--- config.mk ---
export PLATFORM = sky130hd
export DESIGN_NAME = hazard_sequencer
export DESIGN_NICKNAME = d
export VERILOG_FILES = /design/src/rtl/hazard_sequencer.sv
export SDC_FILE = /design/constraint.sdc
export NUM_CORES = 1
export LEC_CHECK = 0
export CAP_MARGIN = 20
export CORE_MARGIN = 5
export CORE_UTILIZATION = 40
export CTS_BUF_LIST = sky130_fd_sc_hd__clkbuf_16
export CTS_CLUSTER_SIZE = 12
export DETAILED_ROUTE_END_ITERATION = 16
export HOLD_SLACK_MARGIN = 0.02
export PLACE_DENSITY = 0.72
export SETUP_SLACK_MARGIN = 0.1
export SLEW_MARGIN = 30
export SYNTH_ARGS = -nofsm -noshare
export SYNTH_HDL_FRONTEND = slang
export SYNTH_SLANG_ARGS = --single-unit
--- constraint.sdc ---
create_clock -name clk -period 2.5 [get_ports clk]
set_clock_uncertainty 0.15 [all_clocks]
set_input_delay 0.25 -clock clk [delete_from_list [all_inputs] [get_ports clk]]
set_output_delay 0.25 -clock clk [all_outputs]
set_load 0.03 [all_outputs]
--- src/rtl/hazard_sequencer.sv ---
// Pipeline hazard sequencer: generates stall, flush and bubble controls for a 5-stage core and
// sequences multi-cycle data-memory waits and multi-cycle fetch flushes after a redirect.
module hazard_sequencer #(
    parameter int unsigned REG_W        = 5,
    parameter int unsigned FLUSH_CYCLES = 1,
    parameter int unsigned CNT_W        = 32
) (
    input  logic             clk,
    input  logic             rst_n,
    input  logic             rdy_in,
    input  logic             id_valid,
    input  logic [REG_W-1:0] id_rs1,
    input  logic [REG_W-1:0] id_rs2,
    input  logic             id_use_rs1,
    input  logic             id_use_rs2,
    input  logic             ex_valid,
    input  logic [REG_W-1:0] ex_rd,
    input  logic             ex_mem_read,
    input  logic             redirect_valid,
    input  logic             mem_req,
    input  logic             mem_done,
    output logic             pc_sel,
    output logic             pc_stall,
    output logic             if_id_stall,
    output logic             if_id_flush,
    output logic             id_ex_flush,
    output logic             ex_mem_stall,
    output logic             mem_wb_bubble,
    output logic [1:0]       state_o,
    output logic [CNT_W-1:0] stall_cycles
);

    // Wide enough to hold FLUSH_CYCLES-1; at least one bit so the FLUSH_CYCLES=1 build stays legal.
    localparam int unsigned FCW = (FLUSH_CYCLES > 1) ? $clog2(FLUSH_CYCLES) : 1;
    localparam logic [FCW-1:0] FlushReload = FCW'(FLUSH_CYCLES - 1);

    typedef enum logic [1:0] {
        StRun     = 2'd0,
        StMemWait = 2'd1,
        StFlush   = 2'd2
    } state_e;

    state_e           state_q, state_d;
    logic [FCW-1:0]   flush_cnt_q, flush_cnt_d;
    logic [CNT_W-1:0] stall_cycles_q, stall_cycles_d;

    logic load_use;
    logic mem_wait;

    always_comb begin
        load_use = id_valid && ex_valid && ex_mem_read && (ex_rd != '0) &&
                   ((id_use_rs1 && (id_rs1 == ex_rd)) || (id_use_rs2 && (id_rs2 == ex_rd)));
        // Wait is only entered from RUN; once waiting, only mem_done releases it.
        mem_wait = ((state_q == StRun) && mem_req && !mem_done) ||
                   ((state_q == StMemWait) && !mem_done);
    end

    always_comb begin
        state_d       = state_q;
        flush_cnt_d   = flush_cnt_q;
        pc_sel        = 1'b0;
        pc_stall      = 1'b0;
        if_id_stall   = 1'b0;
        if_id_flush   = 1'b0;
        id_ex_flush   = 1'b0;
        ex_mem_stall  = 1'b0;
        mem_wb_bubble = 1'b0;

        if (!rdy_in) begin
            pc_stall     = 1'b1;
            if_id_stall  = 1'b1;
            ex_mem_stall = 1'b1;
        end else if (!rst_n) begin
            state_d     = StRun;
            flush_cnt_d = '0;
        end else if (mem_wait) begin
            // A redirect arriving now is deferred: MEM is frozen and re-presents it later.
            pc_stall      = 1'b1;
            if_id_stall   = 1'b1;
            ex_mem_stall  = 1'b1;
            mem_wb_bubble = 1'b1;
            state_d       = StMemWait;
        end else if (redirect_valid) begin
            pc_sel      = 1'b1;
            if_id_flush = 1'b1;
            id_ex_flush = 1'b1;
            if (FLUSH_CYCLES > 1) begin
                state_d     = StFlush;
                flush_cnt_d = FlushReload;
            end else begin
                state_d     = StRun;
            end
        end else if (state_q == StFlush) begin
            if_id_flush = 1'b1;
            flush_cnt_d = flush_cnt_q - FCW'(1);
            if (flush_cnt_q == FCW'(1)) begin
                state_d = StRun;
            end
        end else begin
            // RUN, or the release cycle of a memory wait.
            state_d = StRun;
            if (load_use) begin
                pc_stall    = 1'b1;
                if_id_stall = 1'b1;
                id_ex_flush = 1'b1;
            end
        end
    end

    always_comb begin
        stall_cycles_d = stall_cycles_q;
        if (rdy_in && pc_stall && (stall_cycles_q != '1)) begin
            stall_cycles_d = stall_cycles_q + CNT_W'(1);
        end
    end

    always_ff @(posedge clk) begin
        if (!rst_n) begin
            state_q        <= StRun;
            flush_cnt_q    <= '0;
            stall_cycles_q <= '0;
        end else begin
            state_q        <= state_d;
            flush_cnt_q    <= flush_cnt_d;
            stall_cycles_q <= stall_cycles_d;
        end
    end

    assign state_o      = rst_n ? state_q : StRun;
    assign stall_cycles = stall_cycles_q;

endmodule

==> impl_metrics.yaml <==
power_and_ir_drop:
  sequentialPowerShare: 0.389
  p_per_area_nw_per_um2: 444
  switching_power_uw: 289
  power_report.internal_total_mw: 1.07
  ir_worst_vdd_mv: 0.271
  sw_frac_of_total: 0.213
  leakage_nw: 1.18
  share_clk_of_total_power: 0.503
  power.combinational.fraction: 0.108
place:
  dpl.cell_count: 359
  port_buffers: 65
  routabilityCongestion: 0.817
  hpwl_um: 3850
final_layout:
  final_net_count: 346
  layout-drive-gt1-share: 0.259
  stdcell_count: 374
  finish.utilization: 0.657
  synthToLayoutAreaGrowth_pct: 60.9
  insertedDiodeCount: 0
logic_synthesis:
  synthMostInstantiatedCell: "sky130_fd_sc_hd__dfxtp_1"
  postSynthCellCount: 232
  ys_types: 41
  synth_area_leaders: "sky130_fd_sc_hd__dfxtp_1 35%, sky130_fd_sc_hd__xnor2_1 12%, sky130_fd_sc_hd__nand2_1 5.9%"
  seq_area_frac_synth: 0.347
  synth-edff-count: 0
  synth_top_area_frac: 0.347
  ys_async_sr_fraction: 0
  dominantRegCellSynth: "sky130_fd_sc_hd__dfxtp_1"
  synth-seq-cells: 33
  synth_fp_nets: 259
  synth.top_cells.by_count: "33 x sky130_fd_sc_hd__dfxtp_1, 30 x sky130_fd_sc_hd__nand2_1, 27 x sky130_fd_sc_hd__xnor2_1"
  synth-warning-count: 0
  syn-cell-area_um2: 1900
  synth_largest_area_cell: "sky130_fd_sc_hd__dfxtp_1"
  average_footprint_of_a_synthesized_cell_um2: 8.21
route:
  drcViolationCount: 0
  ant_nets: 0
  wire_length_reported_by_the_detailed_router_um: 5260
  vias: 1947
  routed_wire_length_per_instance_um: 14.1
  route.detailed.vias_per_inst: 5.21
  drt_iter0_drc: 99
  first_pass_iters: 4
sta:
  timing_max_transition_violations_final: 0
  fin_crit_ps: 2340
  hold_viol: 0
  timing.final.crit_share: 0.935
  max_freq_mhz: 428
  max-slew-margin-rel: 0.534
  tightestPinTransition_ps: 699
  setup-violations-final: 0
  rsz0062_at_grt: "true"
floorplan:
  start_util: 0.409
  core_area_um2: 4660
  i_o_pin_cnt: 67
  die_height_um: 79
  floorplan.rows: 25
  die-area_um2: 6240
  dieWidth_um: 79
global_route:
  track_usage: 0.169
  maximum_number_of_pins_on_one_net_before_global_route_repair: 25
  grt_antenna_before_repair: 0
  grt_first_pass_wirelength_um: 8360
  grt_pass1_vias: 1850
  overflow: 0
worst_setup_path:
  crit_required_ps: 2100
  max_stage_delay_ps: 500
  crit_path_top_delay_cell: "sky130_fd_sc_hd__or4_4"
  crit_start: "ex_rd[3]"
  critical_path_peak_fanout: 3
  critPathArrivalTime_ps: 1940
  critPathLaunchType: "primary input"
  worst_r2r_startpoint: "stall_cycles[17]$_SDFFE_PN0P_"
  timing.critical_path.to_type: "output pin"
  path_delay_family: "buffers and inverters"
  path_buf_inv: 2
  critPathKind: "in2out"
  crit_path_cell_trace: "clkdlybuf4s50_1, or4_4, o2111ai_4, nor2_2, a31o_2, clkbuf_4"
flow_run:
  cap_violations: 0
clocking:
  clk_pin_slew_ps: 50
  htree_levels: 2
  cts.root.buffer_cell: "sky130_fd_sc_hd__clkbuf_16"
  ctsHoldBuffers: 0
  clock-sinks: 33
  clock_path_buffers: 2
  source_to_sink_clock_delay_at_the_later_pin_of_the_worst_skew_pair_ps: 280
  tritoncts: "built"
  tritoncts.num_buffers: 5
outcome:
  outcome: "finished clean"
hold_path:
  hold_path.class: "reg2reg"
  hold_start: "stall_cycles[4]$_SDFFE_PN0P_"
path summary, 6_finish.rpt:
kind / endpoint / slack [ps] / cells after the start
worst min register to register: stall_cycles[4]$_SDFFE_PN0P_ / 300 / 1
worst min-delay path: stall_cycles[4]$_SDFFE_PN0P_ / 300 / 1
worst max-delay path: pc_stall / 160 / 6
worst max register to register: stall_cycles[30]$_SDFFE_PN0P_ / 190 / 6
power by group through the flow:
stage	logic [mW]	registers (mW)	clock network (mW)
2_1_floorplan	0.0621	0.542	0
3_3_place_gp	0.135	0.540	0
3_5_place_dp	0.138	0.540	0
4_1_cts	0.137	0.529	0.696
5_1_grt	0.159	0.529	0.724
6_report	0.147	0.529	0.683
through the flow:
stage / setup TNS, ps / hold slack [ps] / setup slack [ps] / instance area (um2) / power (mW)
floorplan: 0 / 248 / 117 / 1920 / 0.604
global placement: -4000 / 288 / -254 / 2710 / 0.676
detailed placement: -4300 / 287 / -257 / 2710 / 0.678
CTS: 0 / 301 / 124 / 2880 / 1.36
global route: 0 / 330 / 66.0 / 3060 / 1.41
finish: 0 / 303 / 163 / 3060 / 1.36
cell usage in the layout, fill, tap and decap left out, types with 2 or more instances in the layout:
cell	instances
sky130_fd_sc_hd__nand4_1	10
sky130_fd_sc_hd__nor4_1	3
sky130_fd_sc_hd__nor4_2	3
sky130_fd_sc_hd__dfxtp_2	13
sky130_fd_sc_hd__buf_2	2
sky130_fd_sc_hd__or4_4	2
sky130_fd_sc_hd__nor2_2	2
sky130_fd_sc_hd__nor2_1	22
sky130_fd_sc_hd__nor3_4	2
sky130_fd_sc_hd__nand2_1	30
sky130_fd_sc_hd__xnor2_1	25
sky130_fd_sc_hd__buf_4	30
sky130_fd_sc_hd__clkbuf_16	5
sky130_fd_sc_hd__nor3b_1	2
sky130_fd_sc_hd__or4_1	2
sky130_fd_sc_hd__and3_1	5
sky130_fd_sc_hd__and2_1	4
sky130_fd_sc_hd__inv_1	5
sky130_fd_sc_hd__nand2b_1	8
sky130_fd_sc_hd__mux2i_1	10
sky130_fd_sc_hd__and3_4	3
sky130_fd_sc_hd__nand3_1	6
sky130_fd_sc_hd__buf_6	2
sky130_fd_sc_hd__dfxtp_1	19
sky130_fd_sc_hd__nor3_1	13
sky130_fd_sc_hd__xnor2_2	2
sky130_fd_sc_hd__dlymetal6s2s_1	3
sky130_fd_sc_hd__clkdlybuf4s50_1	54
sky130_fd_sc_hd__a21oi_1	5
flip-flops by register name (all words and copies together), names as in the netlist:
| name | cells |
|---|---|
| stall_cycles | 32 |
| state_q | 1 |
per-layer routing:
layer | global-route usage | wire (um)
met1 | 0.204 | 2290
met2 | 0.295 | 2710
met3 | 0.0465 | 215
met4 | 0.0412 | 43
met5 | 0 | 0
final cells by class:
type                       count  area (um2)
clock buffer                   5         125
timing repair buffer          92         843
tap                           54        67.6
multi-input combinational    182        1290
sequential                    33         681
clock inverter                 3        41.3
inverter                       5        18.8
fill                         374        1600
what timing repair did:
item	CTS	global route
setup buffers	1	5
endpoints found under the setup margin	6	25
gates cloned	0	1
pin swaps	1	7
resized for setup	11	29
kinds of logic after synthesis:
kind of cell / synth area share
flip-flops: 0.347
buffers and inverters: 0.0453
adder cells (fa/ha/maj): 0.00657
XOR/XNOR: 0.124
AO/OA/AOI/OAI: 0.0605
other: 0.00197
AND/OR/NAND/NOR: 0.362
multiplexers: 0.0526
worst register-to-register path, stage by stage, from the launching register on:
cell	delay (ps)
sky130_fd_sc_hd__dfxtp_1	360
sky130_fd_sc_hd__and4_2	300
sky130_fd_sc_hd__nand2_1	90
sky130_fd_sc_hd__or4_1	470
sky130_fd_sc_hd__or4_4	550
sky130_fd_sc_hd__xnor2_1	130
sky130_fd_sc_hd__and2_1	150
Note: power is estimated with default switching activity, not from simulation.
